==> config.mk <==
export PLATFORM = sky130hd
export DESIGN_NAME = alu_muldiv_sequencer
export DESIGN_NICKNAME = d
export VERILOG_FILES = /design/src/rtl/alu_muldiv_sequencer.sv
export SDC_FILE = /design/constraint.sdc
export NUM_CORES = 1
export LEC_CHECK = 0
export ABC_AREA = 1
export ABC_CLOCK_PERIOD_IN_PS = 5450
export CORE_MARGIN = 2
export CORE_UTILIZATION = 49
export CTS_BUF_LIST = sky130_fd_sc_hd__clkbuf_4
export DETAILED_ROUTE_END_ITERATION = 8
export MAX_ROUTING_LAYER = met4
export PLACE_DENSITY = 0.75
export SYNTH_ARGS = -nofsm -noshare
export SYNTH_HDL_FRONTEND = slang
export SYNTH_SLANG_ARGS = --single-unit
==> constraint.sdc <==
create_clock -name clk -period 5.45 [get_ports clk]
set_clock_uncertainty 0.2 [all_clocks]
set_input_delay 1.09 -clock clk [delete_from_list [all_inputs] [get_ports clk]]
set_output_delay 1.09 -clock clk [all_outputs]
set_load 0.05 [all_outputs]
==> src/rtl/alu_muldiv_sequencer.sv <==
// rtl/alu_muldiv_sequencer.sv - multi-cycle MUL/DIVU/REMU sequencer driving the shared ALU
module alu_muldiv_sequencer #(
  parameter int         WIDTH    = 32,
  parameter logic [3:0] ALU_ADD  = 4'd0,
  parameter logic [3:0] ALU_SUB  = 4'd1,
  parameter logic [3:0] ALU_SLTU = 4'd4
) (
  input  logic             clk,
  input  logic             rst,
  input  logic             start,
  input  logic [1:0]       op,
  input  logic [WIDTH-1:0] rs1,
  input  logic [WIDTH-1:0] rs2,
  input  logic             kill,
  output logic             busy,
  output logic             done,
  output logic [WIDTH-1:0] result,
  output logic [WIDTH-1:0] alu_a,
  output logic [WIDTH-1:0] alu_b,
  output logic [3:0]       alu_op,
  input  logic [WIDTH-1:0] alu_out
);

  typedef enum logic [2:0] {
    IDLE    = 3'd0,
    MUL_ADD = 3'd1,
    DIV_CMP = 3'd2,
    DIV_SUB = 3'd3,
    DONE    = 3'd4
  } state_t;

  localparam logic [4:0] LAST = 5'(WIDTH - 1);

  state_t           state;
  logic [4:0]       cnt;
  logic [WIDTH-1:0] mcand;
  logic [WIDTH-1:0] mplier;
  logic [WIDTH-1:0] acc;
  logic [WIDTH-1:0] q;
  logic [WIDTH-1:0] r;
  logic [WIDTH-1:0] dvs;
  logic             ge;
  logic             is_rem;

  logic [WIDTH-1:0] rem_shift;
  logic             carry;
  logic [WIDTH-1:0] q_sub;
  logic [WIDTH-1:0] r_sub;

  // Shifted partial remainder is WIDTH+1 bits wide; its top bit rides in carry.
  assign rem_shift = {r[WIDTH-2:0], q[WIDTH-1]};
  assign carry     = r[WIDTH-1];
  assign q_sub     = ge ? {q[WIDTH-1:1], 1'b1} : q;
  assign r_sub     = ge ? alu_out : r;

  always_comb begin
    alu_a  = '0;
    alu_b  = '0;
    alu_op = ALU_ADD;
    case (state)
      MUL_ADD: begin
        alu_a = acc;
        alu_b = mplier[0] ? mcand : '0;
      end
      DIV_CMP: begin
        alu_a  = rem_shift;
        alu_b  = dvs;
        alu_op = ALU_SLTU;
      end
      DIV_SUB: begin
        alu_a  = r;
        alu_b  = dvs;
        alu_op = ALU_SUB;
      end
      default: ;
    endcase
  end

  always_ff @(posedge clk) begin
    if (rst) begin
      state  <= IDLE;
      cnt    <= '0;
      mcand  <= '0;
      mplier <= '0;
      acc    <= '0;
      q      <= '0;
      r      <= '0;
      dvs    <= '0;
      ge     <= 1'b0;
      is_rem <= 1'b0;
      busy   <= 1'b0;
      done   <= 1'b0;
      result <= '0;
    end else if (kill && state != IDLE) begin
      state <= IDLE;
      busy  <= 1'b0;
      done  <= 1'b0;
    end else begin
      case (state)
        IDLE: begin
          done <= 1'b0;
          if (start && !kill) begin
            mcand  <= rs1;
            mplier <= rs2;
            q      <= rs1;
            dvs    <= rs2;
            r      <= '0;
            acc    <= '0;
            cnt    <= '0;
            is_rem <= (op == 2'd2);
            case (op)
              2'd0: begin
                state <= MUL_ADD;
                busy  <= 1'b1;
              end
              2'd1, 2'd2: begin
                if (rs2 == '0) begin
                  state  <= DONE;
                  done   <= 1'b1;
                  result <= (op == 2'd1) ? '1 : rs1;
                end else begin
                  state <= DIV_CMP;
                  busy  <= 1'b1;
                end
              end
              default: begin
                state  <= DONE;
                done   <= 1'b1;
                result <= '0;
              end
            endcase
          end
        end
        MUL_ADD: begin
          acc    <= alu_out;
          mcand  <= mcand << 1;
          mplier <= mplier >> 1;
          cnt    <= cnt + 5'd1;
          if (cnt == LAST) begin
            state  <= DONE;
            busy   <= 1'b0;
            done   <= 1'b1;
            result <= alu_out;
          end
        end
        DIV_CMP: begin
          r     <= rem_shift;
          q     <= q << 1;
          ge    <= carry | ~alu_out[0];
          state <= DIV_SUB;
        end
        DIV_SUB: begin
          // Subtract slot is spent even when ge=0 so divide latency never varies.
          r   <= r_sub;
          q   <= q_sub;
          cnt <= cnt + 5'd1;
          if (cnt == LAST) begin
            state  <= DONE;
            busy   <= 1'b0;
            done   <= 1'b1;
            result <= is_rem ? r_sub : q_sub;
          end else begin
            state <= DIV_CMP;
          end
        end
        DONE: begin
          done  <= 1'b0;
          state <= IDLE;
        end
        default: begin
          state <= IDLE;
          busy  <= 1'b0;
          done  <= 1'b0;
        end
      endcase
    end
  end

endmodule

* After elaboration in Yosys (flattened, before gate mapping)
Cells that the tools add are included.
Word-level totals: flip-flop bits (word level) 236, logic and storage cells 99, input port bits 102, output and inout port bits 102
Cells by class: equal/unequal tests 15, multiplexer cells 40, add/sub/neg operators 1, bitwise operators 5, reductions and logical operators 25
Operators by type and width (number):
- 32-bit case mux with 3 select lines | 4
- 32-bit two-way mux | 11
- 32-bit case mux with 2 select lines | 5
- 32-bit logical NOT | 1
- 3-bit two-way mux | 4
- 3-bit case mux with 2 select lines | 2
- 3-bit case mux with 4 select lines | 1
- 3-bit AND reduction | 4
- 5-bit case mux with 2 select lines | 1
- 2-bit OR reduction | 5
- 3-bit nonzero test | 3
- 2-bit inequality test, second input constant | 4
- 1-bit two-way mux | 7
- 7-bit AND reduction | 1
- 3-bit by 2-bit equality test with 1-bit output, second input constant | 2
- 3-bit inequality test, second input constant | 2
- 1-bit case mux with 3 select lines | 2
- 2-bit AND reduction | 3
- 5-bit by 1-bit adder with 5-bit output, second input constant | 1
- 5-bit equality test, second input constant | 1
- 5-bit two-way mux | 1
- 5-bit AND reduction | 1
- 1-bit inverter | 4
- 1-bit case mux with 2 select lines | 2
- 12 further kinds | 14

* Longest topological paths before layout
Gate-level depths: netlist of the first run.
depth in word-level cells 6, mapped depth 13, gate-level depth less buffers 12

* Least setup slack after synthesis of the first run
OpenSTA, ideal clock, no wires.
path kind flip-flop to output port, start register state[2], end output alu_b[16], setup slack 1.749 ns, buffers on the path 2, arrival time 2.411 ns, required time 4.160 ns, stages on the path, launching flop included 8, cells stage by stage dfxtp_1 -> inv_1 -> nand2_1 -> nor2_1 -> clkbuf_1 -> buf_2 -> nand2_1 -> o21ai_0
On the way: longest elaborated chain between the ends 3, elaborated cells on any way between the ends 5, those cells by class eq/ne: 3; mux: 1; reduce/logical: 1
RTL lines:
- start: declaration | line 34 | state_t state;
- start signal: assignment | line 81 | state <= IDLE;
- start signal: assignment | line 95 | state <= IDLE;
- start signal: assignment | line 113 | state <= MUL_ADD;
- 3-bit by 2-bit equality test with 1-bit output | line 60 | case (state)
- 2-bit OR reduction (no line)
- 32-bit case mux with 2 select lines (*) | line 60
- end: declaration | line 19 | output logic [WIDTH-1:0] alu_b,
Mark *: on every way between the ends. The rest lies on a longest branch, timed or not.

* Worst setup path in the final report of the first run
start register state[2], end output alu_b[30]
The elaborated chain is that of the path after synthesis.

==> impl_metrics.py, run 1 <==
metrics = {
    "synthesis": {
        "synth_seq_cells": 236,
        "synth_cells": 1790,
        "synth.cell_area_sq_um": 11900,
        "synth_warnings": 0,
        "synth.distinct_cells": 36,
        "avgSynthCellArea_sq_um": 6.66,
        "synth-seq-area-share": 0.396,
    },
    "worst_setup_path": {
        "crit_fanout": 64,
        "number_of_cells_on_the_worst_reg_to_reg_path": 11,
        "worstSetupStartpointType": "flip-flop",
        "worstReg2RegEnd": "result[12]",
        "criticalPathCategory": "reg -> out",
        "r2r-start": "state[2]",
        "arrival_time_of_the_worst_setup_path_ns": 3.36,
        "end_kind": "output pin",
        "critical_path_required_ns": 4.16,
        "startpoint": "state[2]",
        "endpoint_of_the_worst_setup_timing_path": "alu_b[30]",
        "reg2reg_slack_ns": 2.13,
    },
    "timing": {
        "finalCritPeriodShare": 0.853,
        "max-slew-margin-rel": 0.242,
        "drv_slew": 0,
        "setup_viol_count_final": 0,
        "maxClockFrequency_ghz": 0.215,
        "count_of_endpoints_failing_hold_in_the_final_timing_report": 0,
        "finalSetupTns_ns": 0,
        "worstMarginPinSlew_ns": 1.14,
        "period_minus_slack_ns": 4.65,
        "unrepaired_setup_endpoints_after_global_routing": "false",
    },
    "cts": {
        "insertion_delay_ns": 0.71,
        "holdBufCountCts": 0,
        "clock_tree.buffer_depth": 3,
        "cts-buffers-inserted": 60,
        "post_cts_setup_repair_bufs": 0,
        "clk_pin_slew_worst_paths_ns": 0.07,
        "cts_resized": 0,
        "cts-root-buf": "sky130_fd_sc_hd__clkbuf_4",
        "cts_sinks": 236,
        "clock_tree.htree_level_count": 2,
        "tritoncts": "built",
    },
    "routing": {
        "route.detailed.vias_per_inst": 5.70,
        "final_antenna_net_count": 0,
        "detailroute.via_count": 13000,
        "post-route-drc-count": 0,
        "detailedRoute.firstPassIterationCount": 6,
        "wl_um": 39500,
        "wl_per_cell_um": 17.2,
        "drt_first_iter_violations": 1277,
    },
    "status": {
        "status": "complete, no violations",
    },
    "placed_design": {
        "detailedPlacementHpwl_um": 25600,
        "gp_routability_congestion": 0.923,
        "io_buffers": 201,
    },
    "pwr": {
        "power.density_cell_area_nw_per_um2": 446,
        "post-layout-total-power_mw": 6.72,
        "ir_worst_vdd_v": 0.000278,
        "power.leakage_nw": 6.01,
    },
    "grt": {
        "grt_first_pass_wirelength_um": 63100,
        "overflow": 0,
        "first_global_vias": 12100,
        "grt.total_usage": 0.309,
        "antenna_violations_before_repair": 1,
        "maximum_number_of_pins_on_one_net_before_global_route_repair": 123,
    },
    "finish": {
        "num-nets-final": 2037,
        "area_growth_pct": 26.4,
        "post_route_cells_drive_above_1_share": 0.0906,
    },
    "floorplanning": {
        "fp-row-count": 57,
        "floorplan.die.width_um": 160,
        "boundaryPins": 204,
        "die_ht_um": 160,
        "core_area_sq_um": 24100,
        "initial_util": 0.495,
        "design.die.area_sq_um": 25600,
    },
    "min_path": {
        "hold_path_class": "reg -> reg",
        "min_from": "busy",
    },
    "job": {
        "drv_cap": 0,
    },
}
==> cells in the final DEF (no fill, tap or decap), drive strengths merged, types with 42 or more instances in the layout <==
master         synthesis  layout
nand2                420     420
o21ai                298     298
dfxtp                236     236
nor2                 173     173
clkdlybuf4s50          0     168
a21oi                136     136
inv                  132     132
clkbuf               104      92
a31oi                 62      62
buf                   43      55
nand3                 42      42
==> layout make-up <==
class	instances	area, sq um
diodes	1	2.50
clock buffers	92	691
clock inverters	6	103
fillers	2341	9030
inverters	132	498
multi-input cells	1276	6130
flip-flops and latches	236	4730
well taps	324	405
repair buffers	223	2520
==> metal layers <==
metal | vias up | routed length (um) | track usage
met5 | - | 0 | -
met4 | 0 | 1330 | 0.113
met3 | 102 | 3140 | 0.0494
met2 | 591 | 18600 | 0.487
met1 | 6005 | 16400 | 0.401
li1 | 6349 | - | -
==> cell families after synthesis <==
logic type / count (synthesis) / synth area share
buffers and inverters: 279 / 0.0919
AOI/OAI and AO/OA: 590 / 0.274
DFF: 236 / 0.396
adders and majority gates: 6 / 0.00629
and+or+nand+nor: 678 / 0.232
other: 1 / 0.000314
==> report_power, final <==
part / total, mW / leakage [nW] / internal, mW / switching (mW)
Combinational: 2.64 / 3.60 / 0.808 / 1.83
Clock: 1.62 / 0.473 / 0.894 / 0.721
Sequential: 2.46 / 1.94 / 2.20 / 0.262
==> Yosys cell counts <==
cell type                     n  share of area
sky130_fd_sc_hd__o32ai_1      1        0.00073
sky130_fd_sc_hd__buf_2       29          0.012
sky130_fd_sc_hd__nor2_2       4         0.0021
sky130_fd_sc_hd__nand2_1    417           0.13
sky130_fd_sc_hd__o221ai_1    23          0.017
sky130_fd_sc_hd__or2_2        7         0.0037
sky130_fd_sc_hd__o21ai_1      3         0.0013
sky130_fd_sc_hd__nor2_1     166          0.052
sky130_fd_sc_hd__a22oi_1     32          0.020
sky130_fd_sc_hd__nand4_1     32          0.017
sky130_fd_sc_hd__o2111ai_1    1        0.00073
sky130_fd_sc_hd__dfxtp_1    236           0.40
sky130_fd_sc_hd__clkbuf_2     1        0.00042
sky130_fd_sc_hd__o211ai_1     7         0.0044
sky130_fd_sc_hd__clkbuf_1   103          0.032
sky130_fd_sc_hd__inv_2        4         0.0013
sky130_fd_sc_hd__nor3b_1      1        0.00063
sky130_fd_sc_hd__nor2_4       2         0.0019
sky130_fd_sc_hd__a211oi_1     1        0.00063
sky130_fd_sc_hd__o21bai_1     1        0.00063
sky130_fd_sc_hd__o21ai_0    294           0.12
sky130_fd_sc_hd__buf_1       11         0.0035
sky130_fd_sc_hd__nand2_4      1        0.00094
sky130_fd_sc_hd__a31oi_1     62          0.033
sky130_fd_sc_hd__a21oi_1    136          0.057
sky130_fd_sc_hd__nor2_8       1         0.0017
sky130_fd_sc_hd__conb_1       1        0.00031
sky130_fd_sc_hd__nand3_2      1        0.00084
sky130_fd_sc_hd__nand2_2      2         0.0010
sky130_fd_sc_hd__buf_4        3         0.0019
sky130_fd_sc_hd__o22ai_1     28          0.015
sky130_fd_sc_hd__ha_1         6         0.0063
sky130_fd_sc_hd__inv_1      128          0.040
sky130_fd_sc_hd__nor3_1       3         0.0013
sky130_fd_sc_hd__o21ai_2      1        0.00073
sky130_fd_sc_hd__nand3_1     41          0.017
==> metrics by stage <==
stage / std cells / utilization / instance area [sq um] / setup WS (ns) / hold slack [ns]
6_report: 2290 / 0.625 / 15100 / 0.800 / 0.251
3_3_place_gp: 2191 / 0.592 / 14300 / 1.42 / 0.240
2_1_floorplan: 1791 / - / 11900 / 1.75 / 0.240
3_5_place_dp: 2191 / 0.592 / 14300 / 1.35 / 0.243
5_1_grt: 2290 / 0.625 / 15100 / 0.685 / 0.280
4_1_cts: 2289 / 0.625 / 15100 / 0.821 / 0.252
==> worst max-delay path, stage by stage (launching register included) <==
cell and delay [ns]:
sky130_fd_sc_hd__dfxtp_1 0.37, sky130_fd_sc_hd__inv_1 0.12, sky130_fd_sc_hd__nand2_1 0.11, sky130_fd_sc_hd__nor2_4 0.10, sky130_fd_sc_hd__buf_4 0.55, sky130_fd_sc_hd__nand2_1 0.17
sky130_fd_sc_hd__o21ai_0 0.33, sky130_fd_sc_hd__clkdlybuf4s50_1 0.87
==> worst min path at each step <==
stage	slack, ns	depth (start not counted)	to
floorplan	0.24	2	mcand[0]
global placement	0.24	2	busy
detailed placement	0.24	2	busy
CTS	0.25	2	busy
global route	0.28	2	acc[9]
finish	0.25	2	busy
==> flip-flops by register name, summed over array words and instances, names as in the netlist <==
signal  flops
q          32
acc        32
state       3
is_rem      1
r          32
dvs        32
ge          1
cnt         5
mplier     32
mcand      32
busy        1
result     32
done        1
Power figures use the tool's default switching activity.
==> run 2: changes to the inputs <==
--- a/config.mk
+++ b/config.mk
@@ -5,14 +5,13 @@
 export SDC_FILE = /design/constraint.sdc
 export NUM_CORES = 1
 export LEC_CHECK = 0
-export ABC_AREA = 1
 export ABC_CLOCK_PERIOD_IN_PS = 5450
 export CORE_MARGIN = 2
 export CORE_UTILIZATION = 49
 export CTS_BUF_LIST = sky130_fd_sc_hd__clkbuf_4
 export DETAILED_ROUTE_END_ITERATION = 8
 export MAX_ROUTING_LAYER = met4
-export PLACE_DENSITY = 0.75
+export PLACE_DENSITY = 0.74
 export SYNTH_ARGS = -nofsm -noshare
 export SYNTH_HDL_FRONTEND = slang
 export SYNTH_SLANG_ARGS = --single-unit
==> impl_metrics.py, run 2 <==
metrics = {
    "floorplanning": {
        "boundaryPins": 204,
        "floorplan.die.width_um": 162,
        "core_area_sq_um": 24500,
        "initial_util": 0.502,
        "die_ht_um": 162,
        "fp-row-count": 57,
        "design.die.area_sq_um": 26300,
    },
    "cts": {
        "clock_tree.htree_level_count": 2,
        "cts_sinks": 236,
        "post_cts_setup_repair_bufs": 0,
        "cts-buffers-inserted": 60,
        "cts-root-buf": "sky130_fd_sc_hd__clkbuf_4",
        "clock_tree.buffer_depth": 3,
        "clk_pin_slew_worst_paths_ns": 0.07,
        "cts_resized": 0,
        "tritoncts": "built",
        "insertion_delay_ns": 0.69,
        "holdBufCountCts": 0,
    },
    "finish": {
        "post_route_cells_drive_above_1_share": 0.119,
        "stdcell_count": 1979,
        "mostFrequentLayoutCell": "sky130_fd_sc_hd__nor2_1",
        "num-nets-final": 1727,
        "final.fill_count": 2136,
        "most-common-layout-cells": "sky130_fd_sc_hd__nor2_1, sky130_fd_sc_hd__dfxtp_1, sky130_fd_sc_hd__a21oi_1",
        "area_growth_pct": 23.9,
    },
    "synthesis": {
        "synth_top_area_share": 0.385,
        "synth.distinct_cells": 47,
        "synth_largest_area_cell": "sky130_fd_sc_hd__dfxtp_1",
        "ys_dominant_reg_cell": "sky130_fd_sc_hd__dfxtp_1",
        "synth_enable_flop_cells": 0,
        "synth.cell_area_sq_um": 12300,
        "avgSynthCellArea_sq_um": 8.25,
        "yosys-top-cells-area": "sky130_fd_sc_hd__dfxtp_1, sky130_fd_sc_hd__mux2i_1, sky130_fd_sc_hd__a211oi_1",
        "synth_async_sr_flop_share": 0,
        "synth_seq_cells": 236,
        "yosys.cell_count.top_type": "sky130_fd_sc_hd__nor2_1",
        "synth_warnings": 0,
        "synth-seq-area-share": 0.385,
        "synth.cells.most_frequent": "sky130_fd_sc_hd__nor2_1, sky130_fd_sc_hd__dfxtp_1, sky130_fd_sc_hd__a21oi_1, sky130_fd_sc_hd__a211oi_1, sky130_fd_sc_hd__mux2i_1",
        "synth_cells": 1489,
    },
    "pwr": {
        "power.switching_fraction": 0.325,
        "seqPwrFrac": 0.451,
        "post-layout-total-power_mw": 4.33,
        "power.density_cell_area_nw_per_um2": 284,
        "internal-power_mw": 2.92,
        "netSwitchingPower_mw": 1.41,
        "ir_worst_vdd_v": 0.000154,
        "share_comb_of_total_power": 0.221,
        "power.leakage_nw": 4.98,
        "clockPowerShare": 0.328,
    },
    "placed_design": {
        "pre_cts_slack_ns": 1.54,
        "detailedPlacementHpwl_um": 25100,
        "gp_routability_congestion": 0.890,
        "io_buffers": 201,
        "placed_cells_incl_taps": 1881,
    },
    "routing": {
        "post-route-drc-count": 0,
        "final_antenna_net_count": 0,
        "wl_um": 37700,
        "wl_per_cell_um": 19.0,
        "drt_first_iter_violations": 1257,
        "detailroute.via_count": 11800,
        "detailedRoute.firstPassIterationCount": 5,
        "route.detailed.vias_per_inst": 5.96,
    },
    "timing": {
        "finalSetupTns_ns": 0,
        "worstMarginPinSlew_ns": 1.15,
        "period_minus_slack_ns": 4.68,
        "setup_viol_count_final": 0,
        "count_of_endpoints_failing_hold_in_the_final_timing_report": 0,
        "hold_slack_ns": 0.254,
        "setup_ws_ns": 0.767,
        "finalCritPeriodShare": 0.859,
        "max-slew-margin-rel": 0.232,
        "drv_slew": 0,
        "unrepaired_setup_endpoints_after_global_routing": "false",
        "maxClockFrequency_ghz": 0.214,
    },
    "job": {
        "drv_cap": 0,
    },
    "min_path": {
        "hold_path_class": "reg -> reg",
    },
    "worst_setup_path": {
        "reg2reg_slack_ns": 1.88,
        "criticalPathCategory": "reg -> out",
        "end_kind": "output pin",
        "critical_path_required_ns": 4.16,
        "crit_fanout": 94,
        "arrival_time_of_the_worst_setup_path_ns": 3.39,
        "worstSetupStartpointType": "flip-flop",
    },
    "grt": {
        "first_global_vias": 10800,
        "antenna_violations_before_repair": 4,
        "overflow": 0,
        "grt_first_pass_wirelength_um": 58700,
        "grt.total_usage": 0.284,
        "maximum_number_of_pins_on_one_net_before_global_route_repair": 114,
    },
    "status": {
        "status": "complete, no violations",
    },
}
[run 2: changes by cell type after synthesis, moves of 39 or more]
cell / before / now
sky130_fd_sc_hd__nand2_1: 417 / 74
sky130_fd_sc_hd__a21oi_1: 136 / 201
sky130_fd_sc_hd__a211oi_1: 1 / 160
sky130_fd_sc_hd__o21ai_0: 294 / 16
sky130_fd_sc_hd__a31oi_1: 62 / 0
sky130_fd_sc_hd__nor2_1: 166 / 273
sky130_fd_sc_hd__mux2i_1: 0 / 126
sky130_fd_sc_hd__nand3_1: 41 / 2
sky130_fd_sc_hd__inv_1: 128 / 4
[run 2: routing by layer]
metal / GRT usage / vias up / routed length (um)
met1: 0.404 / 5535 / 17200
met5: - / - / 0
met2: 0.409 / 498 / 16400
li1: - / 5706 / -
met4: 0.0788 / 0 / 620
met3: 0.0569 / 56 / 3420
[run 2: cell families after synthesis]
kind of cell	count (synthesis)	synth area share
other cells	1	0.000305
fa+ha+maj	6	0.00611
flops	236	0.385
buf+inv	164	0.0622
xor+xnor	3	0.00214
mux	127	0.104
simple gates	417	0.146
compound gates	535	0.295
[run 2: worst paths after layout]
path / start / endpoint / cells past startpoint
hold / removal: is_rem / is_rem / 2
hold reg to reg: is_rem / is_rem / 2
setup reg to reg: state[0] / mplier[14] / 6
setup / recovery: state[0] / alu_a[13] / 4
[run 2: area by class of cell]
class	instances	area (sq um)	share of cell area
Timing Repair Buffer	227	2540	0.167
Clock buffer	88	661	0.0434
Sequential cell	236	4730	0.311
Inverter	4	15.0	0.000987
Multi-Input combinational cell	1090	6820	0.449
Tap cell	324	405	0.0266
Clock inverter	6	22.5	0.00148
Antenna cell	4	10.0	0.000658
[run 2: power groups by stage]
stage	registers, mW	logic [mW]	clock network, mW
floorplan	1.99	0.625	0
global placement	1.98	0.932	0
detailed placement	1.98	0.950	0
CTS	1.95	0.953	1.45
global route	1.96	1.03	1.53
finish	1.95	0.958	1.42
[run 2: critical path, cell delays in order, from the launching register on]
cell                              delay, ns
sky130_fd_sc_hd__dfxtp_4               0.99
sky130_fd_sc_hd__buf_12                0.34
sky130_fd_sc_hd__a21oi_1               0.07
sky130_fd_sc_hd__a211oi_1              0.37
sky130_fd_sc_hd__clkdlybuf4s50_1       0.88
[run 2: through the flow]
step	util	area (sq um)
finish	0.622	15200
global route	0.622	15200
CTS	0.622	15200
detailed placement	0.594	14500
global placement	0.594	14500
floorplan	-	12300
